`src/rtl/actor_tile_mover_if.sv`:
```
// Tile-map access port: read request/response (get/ready/read_sprite) and write strobe.
// Single-beat: get holds until ready; update is a one-cycle write with posx/posy/sprite valid.
interface actor_tile_mover_if #(
  parameter int COORD_W = 6
);
  logic               get;
  logic               ready;
  logic [7:0]         read_sprite;
  logic               update;
  logic [7:0]         sprite;
  logic [COORD_W-1:0] posx;
  logic [COORD_W-1:0] posy;

  modport master (
    output get, update, sprite, posx, posy,
    input  ready, read_sprite
  );

  modport slave (
    input  get, update, sprite, posx, posy,
    output ready, read_sprite
  );
endinterface

```
`src/rtl/actor_tile_mover.sv`:
```
// Steps NUM_ACTORS actors one tile every MAXFRAMES+1 frames, wall-checked via the map read port.
// Per actor 3 cycles (still/blocked) or 6 + ready wait (moving); READ stalls until ready.
module actor_tile_mover #(
  parameter int         NUM_ACTORS  = 4,
  parameter int         MAP_W       = 40,
  parameter int         MAP_H       = 30,
  parameter int         COORD_W     = 6,
  parameter int         MAXFRAMES   = 20,
  parameter int         WRAP        = 1,
  parameter logic [7:0] WALL_CODE   = 8'd1,
  parameter logic [7:0] EMPTY_CODE  = 8'd0,
  parameter logic [7:0] ALT_CODE    = 8'd3,
  parameter logic [4:0] SPRITE_BASE = 5'd2,
  parameter int         START_X     = 6,
  parameter int         START_Y     = 6,
  parameter int         START_STEP  = 2
) (
  input  logic                    px_clk,
  input  logic                    rst,
  input  logic                    endframe,
  input  logic [4*NUM_ACTORS-1:0] dir,
  actor_tile_mover_if.master      map,
  output logic                    busy
);

  localparam int IDX_W = (NUM_ACTORS > 1) ? $clog2(NUM_ACTORS) : 1;
  localparam int CNT_W = (MAXFRAMES > 0) ? $clog2(MAXFRAMES + 1) : 1;
  localparam int SW    = COORD_W + 1;

  localparam logic [2:0] OR_RIGHT = 3'b000;
  localparam logic [2:0] OR_UP    = 3'b001;
  localparam logic [2:0] OR_DOWN  = 3'b010;
  localparam logic [2:0] OR_LEFT  = 3'b011;

  localparam logic [2:0] S_IDLE  = 3'd0;
  localparam logic [2:0] S_CALC  = 3'd1;
  localparam logic [2:0] S_READ  = 3'd2;
  localparam logic [2:0] S_CHECK = 3'd3;
  localparam logic [2:0] S_ERASE = 3'd4;
  localparam logic [2:0] S_GAP   = 3'd5;
  localparam logic [2:0] S_DRAW  = 3'd6;
  localparam logic [2:0] S_NEXT  = 3'd7;

  localparam logic signed [SW-1:0] MW     = SW'(MAP_W);
  localparam logic signed [SW-1:0] MH     = SW'(MAP_H);
  localparam logic signed [SW-1:0] S_ONE  = SW'(1);
  localparam logic signed [SW-1:0] S_MONE = '1;
  localparam logic signed [SW-1:0] S_ZERO = '0;
  localparam logic [COORD_W-1:0]   MW_M1  = COORD_W'(MAP_W - 1);
  localparam logic [COORD_W-1:0]   MH_M1  = COORD_W'(MAP_H - 1);
  localparam logic [CNT_W-1:0]     CNT_MAX = CNT_W'(MAXFRAMES);
  localparam logic [IDX_W-1:0]     IDX_LAST = IDX_W'(NUM_ACTORS - 1);

  logic               endframe_q;
  logic               frame_rise;
  logic [CNT_W-1:0]   frame_cnt;
  logic               tick;
  logic               blink;
  logic               pending;

  logic [2:0]         state;
  logic [IDX_W-1:0]   idx;
  logic [COORD_W-1:0] act_x   [NUM_ACTORS];
  logic [COORD_W-1:0] act_y   [NUM_ACTORS];
  logic [2:0]         act_or  [NUM_ACTORS];
  logic [COORD_W-1:0] tgt_x, tgt_y;
  logic [COORD_W-1:0] old_x, old_y;
  logic [7:0]         rd_q;

  logic [3:0]         dir_sel;
  logic               calc_any;
  logic               calc_block;
  logic [2:0]         calc_or;
  logic signed [SW-1:0] cur_x, cur_y, dx, dy, nx, ny;
  logic               off_x, off_y;
  logic [COORD_W-1:0] calc_tx, calc_ty;
  logic [4:0]         body;

  assign frame_rise = endframe & ~endframe_q;
  assign tick       = frame_rise && (frame_cnt == CNT_MAX);

  // Frame divider, blink phase and the one-deep tick request.
  always_ff @(posedge px_clk) begin
    if (rst) begin
      endframe_q <= 1'b0;
      frame_cnt  <= '0;
      blink      <= 1'b0;
      pending    <= 1'b0;
    end else begin
      endframe_q <= endframe;
      if (frame_rise) begin
        if (frame_cnt == CNT_MAX) frame_cnt <= '0;
        else                      frame_cnt <= frame_cnt + CNT_W'(1);
      end
      if (tick && !pending) begin
        pending <= 1'b1;
        blink   <= ~blink;
      end else if (state == S_IDLE && pending) begin
        pending <= 1'b0;
      end
    end
  end

  // Target tile for the actor being serviced; left > right > up > down.
  always_comb begin
    dir_sel  = dir[{idx, 2'b00} +: 4];
    calc_any = |dir_sel;
    calc_or  = act_or[idx];
    dx       = S_ZERO;
    dy       = S_ZERO;
    if (dir_sel[3]) begin
      dx      = S_MONE;
      calc_or = OR_LEFT;
    end else if (dir_sel[2]) begin
      dx      = S_ONE;
      calc_or = OR_RIGHT;
    end else if (dir_sel[1]) begin
      dy      = S_MONE;
      calc_or = OR_UP;
    end else if (dir_sel[0]) begin
      dy      = S_ONE;
      calc_or = OR_DOWN;
    end
    cur_x = signed'({1'b0, act_x[idx]});
    cur_y = signed'({1'b0, act_y[idx]});
    nx    = cur_x + dx;
    ny    = cur_y + dy;
    off_x = nx[SW-1] || (nx >= MW);
    off_y = ny[SW-1] || (ny >= MH);

    if (nx[SW-1])     calc_tx = MW_M1;
    else if (nx >= MW) calc_tx = '0;
    else              calc_tx = nx[COORD_W-1:0];
    if (ny[SW-1])     calc_ty = MH_M1;
    else if (ny >= MH) calc_ty = '0;
    else              calc_ty = ny[COORD_W-1:0];

    calc_block = (WRAP == 0) && (off_x || off_y);
  end

  always_ff @(posedge px_clk) begin
    if (rst) begin
      state <= S_IDLE;
      idx   <= '0;
      busy  <= 1'b0;
      tgt_x <= '0;
      tgt_y <= '0;
      old_x <= '0;
      old_y <= '0;
      rd_q  <= '0;
      for (int i = 0; i < NUM_ACTORS; i++) begin
        act_x[i]  <= COORD_W'(START_X + i * START_STEP);
        act_y[i]  <= COORD_W'(START_Y);
        act_or[i] <= OR_RIGHT;
      end
    end else begin
      case (state)
        S_IDLE: begin
          if (pending) begin
            idx   <= '0;
            busy  <= 1'b1;
            state <= S_CALC;
          end
        end
        S_CALC: begin
          if (calc_any) act_or[idx] <= calc_or;
          tgt_x <= calc_tx;
          tgt_y <= calc_ty;
          if (!calc_any || calc_block) state <= S_DRAW;
          else                         state <= S_READ;
        end
        S_READ: begin
          if (map.ready) begin
            rd_q  <= map.read_sprite;
            state <= S_CHECK;
          end
        end
        S_CHECK: begin
          if (rd_q == WALL_CODE) begin
            state <= S_DRAW;
          end else begin
            old_x      <= act_x[idx];
            old_y      <= act_y[idx];
            act_x[idx] <= tgt_x;
            act_y[idx] <= tgt_y;
            state      <= S_ERASE;
          end
        end
        S_ERASE: state <= S_GAP;
        S_GAP:   state <= S_DRAW;
        S_DRAW:  state <= S_NEXT;
        S_NEXT: begin
          if (idx == IDX_LAST) begin
            busy  <= 1'b0;
            state <= S_IDLE;
          end else begin
            idx   <= idx + IDX_W'(1);
            state <= S_CALC;
          end
        end
        default: state <= S_IDLE;
      endcase
    end
  end

  assign body = SPRITE_BASE + 5'(idx);

  // Map port is decoded from state so address and data line up with the strobe.
  always_comb begin
    map.get    = 1'b0;
    map.update = 1'b0;
    map.posx   = '0;
    map.posy   = '0;
    map.sprite = '0;
    case (state)
      S_READ: begin
        map.get  = 1'b1;
        map.posx = tgt_x;
        map.posy = tgt_y;
      end
      S_ERASE: begin
        map.update = 1'b1;
        map.posx   = old_x;
        map.posy   = old_y;
        map.sprite = EMPTY_CODE;
      end
      S_DRAW: begin
        map.update = 1'b1;
        map.posx   = act_x[idx];
        map.posy   = act_y[idx];
        map.sprite = blink ? {act_or[idx], body} : ALT_CODE;
      end
      default: ;
    endcase
  end

endmodule

```
`src/flat_wrapper.sv`:
```
// flat-port wrapper written by rule: the top's interface ports become plain ports
module actor_tile_mover_flat 
#(
  parameter int         NUM_ACTORS  = 4,
  parameter int         MAP_W       = 40,
  parameter int         MAP_H       = 30,
  parameter int         COORD_W     = 6,
  parameter int         MAXFRAMES   = 20,
  parameter int         WRAP        = 1,
  parameter logic [7:0] WALL_CODE   = 8'd1,
  parameter logic [7:0] EMPTY_CODE  = 8'd0,
  parameter logic [7:0] ALT_CODE    = 8'd3,
  parameter logic [4:0] SPRITE_BASE = 5'd2,
  parameter int         START_X     = 6,
  parameter int         START_Y     = 6,
  parameter int         START_STEP  = 2
)
  (px_clk, rst, endframe, dir, busy, map_get, map_update, map_sprite, map_posx, map_posy, map_ready, map_read_sprite);
  actor_tile_mover_if #(.COORD_W(COORD_W)) map_i ();
  input  logic px_clk;
  input  logic rst;
  input  logic endframe;
  input  logic [4*NUM_ACTORS-1:0] dir;
  output logic busy;
  output wire logic [$bits(map_i.get)-1:0] map_get;
  output wire logic [$bits(map_i.update)-1:0] map_update;
  output wire logic [$bits(map_i.sprite)-1:0] map_sprite;
  output wire logic [$bits(map_i.posx)-1:0] map_posx;
  output wire logic [$bits(map_i.posy)-1:0] map_posy;
  input wire logic [$bits(map_i.ready)-1:0] map_ready;
  input wire logic [$bits(map_i.read_sprite)-1:0] map_read_sprite;
  assign map_get = map_i.get;
  assign map_update = map_i.update;
  assign map_sprite = map_i.sprite;
  assign map_posx = map_i.posx;
  assign map_posy = map_i.posy;
  assign map_i.ready = map_ready;
  assign map_i.read_sprite = map_read_sprite;
  actor_tile_mover #(.NUM_ACTORS(NUM_ACTORS), .MAP_W(MAP_W), .MAP_H(MAP_H), .COORD_W(COORD_W), .MAXFRAMES(MAXFRAMES), .WRAP(WRAP), .WALL_CODE(WALL_CODE), .EMPTY_CODE(EMPTY_CODE), .ALT_CODE(ALT_CODE), .SPRITE_BASE(SPRITE_BASE), .START_X(START_X), .START_Y(START_Y), .START_STEP(START_STEP)) u_core (.px_clk(px_clk), .rst(rst), .endframe(endframe), .dir(dir), .map(map_i), .busy(busy));
endmodule
```
`config.mk`:
```
export PLATFORM = sky130hd
export DESIGN_NAME = actor_tile_mover_flat
export DESIGN_NICKNAME = d
export VERILOG_FILES = /design/src/rtl/actor_tile_mover_if.sv /design/src/rtl/actor_tile_mover.sv /design/src/flat_wrapper.sv
export SDC_FILE = /design/constraint.sdc
export NUM_CORES = 1
export LEC_CHECK = 0
export ABC_AREA = 1
export CORE_ASPECT_RATIO = 0.75
export CORE_MARGIN = 8
export CORE_UTILIZATION = 50
export CTS_CLUSTER_DIAMETER = 100
export DETAILED_ROUTE_END_ITERATION = 10
export PLACE_DENSITY = 0.81
export SETUP_SLACK_MARGIN = 0.1
export SYNTH_ARGS = -nofsm -noshare
export SYNTH_HDL_FRONTEND = slang
export SYNTH_SLANG_ARGS = --single-unit
```
`constraint.sdc`:
```
create_clock -name px_clk -period 9.9 [get_ports px_clk]
set_input_delay 2.97 -clock px_clk [delete_from_list [all_inputs] [get_ports px_clk]]
set_output_delay 2.97 -clock px_clk [all_outputs]
set_load 0.005 [all_outputs]
```
==> results.yml <==
floorplanning:
  num_rows: 33
  fp.dieH_um: 107
  dieArea_um2: 14800
  initial_core_util_pct: 51.1
  die_w_um: 138
  core_area_um2: 10900
  io_pins: 51
setup_path:
  cp_slowest_cell: "inv_1"
  crit_family: "buffers and inverters"
  path_class: "flop to primary output"
  worstPathArrival_ns: 3.03
  path_cells: "buf_4, inv_1, o21ai_0, o22ai_1, nand2_1, o221ai_1, clkdlybuf4s50_1"
  worstPathMaxFanout: 31
  cp_slowest_stage_delay_ns: 0.69
  required_ns: 6.93
  rrSetupSlack_ns: 5.97
  end_kind: "primary output"
  path_buf_inv: 3
  crit_path_start_kind: "flop"
synth:
  synthMuxAreaShare_pct: 0
  yosysWarnings: 0
  synth.distinct_cells: 42
  ys_seq_area_share_pct: 49.6
  synth_top_family_by_area: "simple AND/OR/NAND/NOR gates"
  synth_xor_area_share_pct: 0.629
  synth-simple-area-share_pct: 25.5
  synth_edf_count: 60
  async_reset_ff_share_pct: 0
  synthTopCellsByArea: "edfxtp_1 (32%), dfxtp_1 (17%), nand2_1 (9.9%)"
  synth_common_cells: "nand2_1 (147), nor2_1 (113), inv_1 (90)"
  synth_top_area_share_pct: 32.4
  synthAdderAreaFrac_pct: 3.42
  synth_flop_cell: "edfxtp_1"
  ys_seq_elements: 108
  netlist_instances: 693
  yosysTopAreaCell: "edfxtp_1"
  yosysMostFrequentCell: "nand2_1"
  synth-compound-area-share_pct: 11.9
  syn_area_um2: 5570
  postSynthAreaPerCell_um2: 8.03
placement:
  place_area_um2: 6140
  hpwlAfterDp_um: 10100
  portBuffers: 48
  gp_congestion: 0.925
  place_inst: 863
detailed_routing:
  drc: 0
  ant_nets: 0
  wire_per_inst_um: 15.9
  via_count: 4768
  drt_iter0_drc: 460
  drt_pass1_iterations: 6
  drt_wl_total_um: 14000
  viasPerCell: 5.42
power_and_ir_drop:
  combinationalPowerShare_pct: 18.3
  switching_share_pct: 30.4
  sequentialPowerShare_pct: 48.8
  internal_power_uw: 746
  switchingPower_uw: 327
  power.leakage_uw: 0.00250
  ir_drop_mv: 0.126
  powerDensity_nw_per_um2: 167
  clkPwrFrac_pct: 33.0
clocking:
  cts_buffers: 9
  root_buffer: "clkbuf_16"
  cts_sinks: 108
  htree_levels: 3
  cts_tree: "yes"
  path_clk_slew_ns: 0.07
  clk_latency_ns: 0.36
  cts_max_path_buffers: 2
  postCtsResizedCells: 0
  postCtsHoldBufs: 0
  cts_setup_buffers: 0
sta:
  setup_viol: 0
  fin_skew_ns: 0.0129
  hold_viol: 0
  setup_tns_ns: 0
  worstMarginPinSlew_ns: 0.891
  finalCritPeriodShare_pct: 60.6
  drv_slew: 0
  max_freq_mhz: 167
  whs_ns: 0.457
  rsz0062_at_grt: "false"
  relSlewSlack_pct: 40.5
  period_minus_slack_ns: 6.00
grt:
  grt_max_degree: 32
  grt_pass1_vias: 4650
  met1_usage_pct: 25.2
  gr-max-usage-layer: "met2"
  met2_usage_pct: 31.3
  grt_overflow: 0
  grt_usage_pct: 19.7
  grt_pass1_wl_um: 23000
  grt_use_met3_pct: 5.97
  antenna_found_initial: 0
finish:
  antenna_cells: 0
  final_cells: 879
  drive_gt1_share_pct: 6.63
  fin_nets: 776
  fin_area_um2: 6430
  synthToLayoutAreaGrowth_pct: 15.6
job:
  max_cap_viol_count: 0
status:
  status: "completed"
min_path:
  min_path_type: "flop to flop"
registers in the layout (all words and copies together) (netlist names), named ones only:
signal	cells
u_core.act_or	12
u_core.act_x	24
u_core.act_y	24
u_core.blink	1
u_core.busy	1
u_core.endframe_q	1
u_core.frame_cnt	5
u_core.idx	2
u_core.old_x	6
u_core.old_y	6
u_core.pending	1
u_core.rd_q	8
u_core.state	3
u_core.tgt_x	6
u_core.tgt_y	6
tightest hold or removal path, cell delays in order, from the launching register on:
cell     delay (ns)
dfxtp_1        0.31
nand3_1        0.07
inv_1          0.04
per-stage QoR:
stage               util [%]  total power (uW)  worst slack, ns
floorplan                  -               661             4.52
global placement        56.4               717             3.92
detailed placement      56.4               725             3.80
CTS                     59.0              1070             3.92
global route            59.0              1120             3.67
finish                  59.0              1070             3.90
routing by layer:
layer	part of all wire, %	vias to the layer above
met5	0	-
met1	44	2235
li1	-	2347
met3	7.6	23
met2	47	163
met4	2.0	0
placed cells by master, fill, tap and decap left out, types with 8 or more instances in the layout:
cell type / Yosys / routed
a21oi_1: 28 / 28
edfxtp_1: 60 / 60
clkbuf_16: 0 / 9
inv_1: 90 / 90
nor2_1: 113 / 113
dfxtp_1: 48 / 48
o21ai_0: 44 / 44
inv_2: 8 / 8
nand2_1: 147 / 147
nand3_1: 25 / 25
clkdlybuf4s50_1: 0 / 48
o221ai_1: 13 / 13
ha_1: 12 / 12
o22ai_1: 12 / 12
nor3_1: 14 / 14
area by class of cell:
type,instances,area [um2]
sequential,108,2760
tap,140,175
multi-input combinational,465,2330
inverter,99,372
clock inverter,7,66.3
clock buffer,9,225
timing repair buffer,51,503
fill,952,4470
power groups by stage:
stage               combinational [uW]  sequential (uW)  clock [uW]
CTS                                194              522         355
finish                             196              523         354
detailed placement                 192              533           0
global placement                   186              531           0
global route                       223              527         373
floorplan                          134              527           0
kinds of logic (layout without fill, tap and decap cells):
| logic type | count (synthesis) | in the layout |
|---|---|---|
| flops | 108 | 108 |
| compound gates | 111 | 111 |
| simple gates | 330 | 330 |
| fa+ha+maj | 14 | 14 |
| buf+inv | 125 | 166 |
| xor+xnor | 4 | 4 |
| other cells | 1 | 6 |
worst paths after layout:
kind,start,endpoint,depth (start not counted)
worst min register to register,u_core.tgt_y[5],u_core.tgt_y[5],2
worst min-delay path,u_core.tgt_y[5],u_core.tgt_y[5],2
worst max-delay path,flop,map_posy[3],7
worst max register to register,flop,u_core.tgt_x[4],15
(Power assumes the default switching activity.)
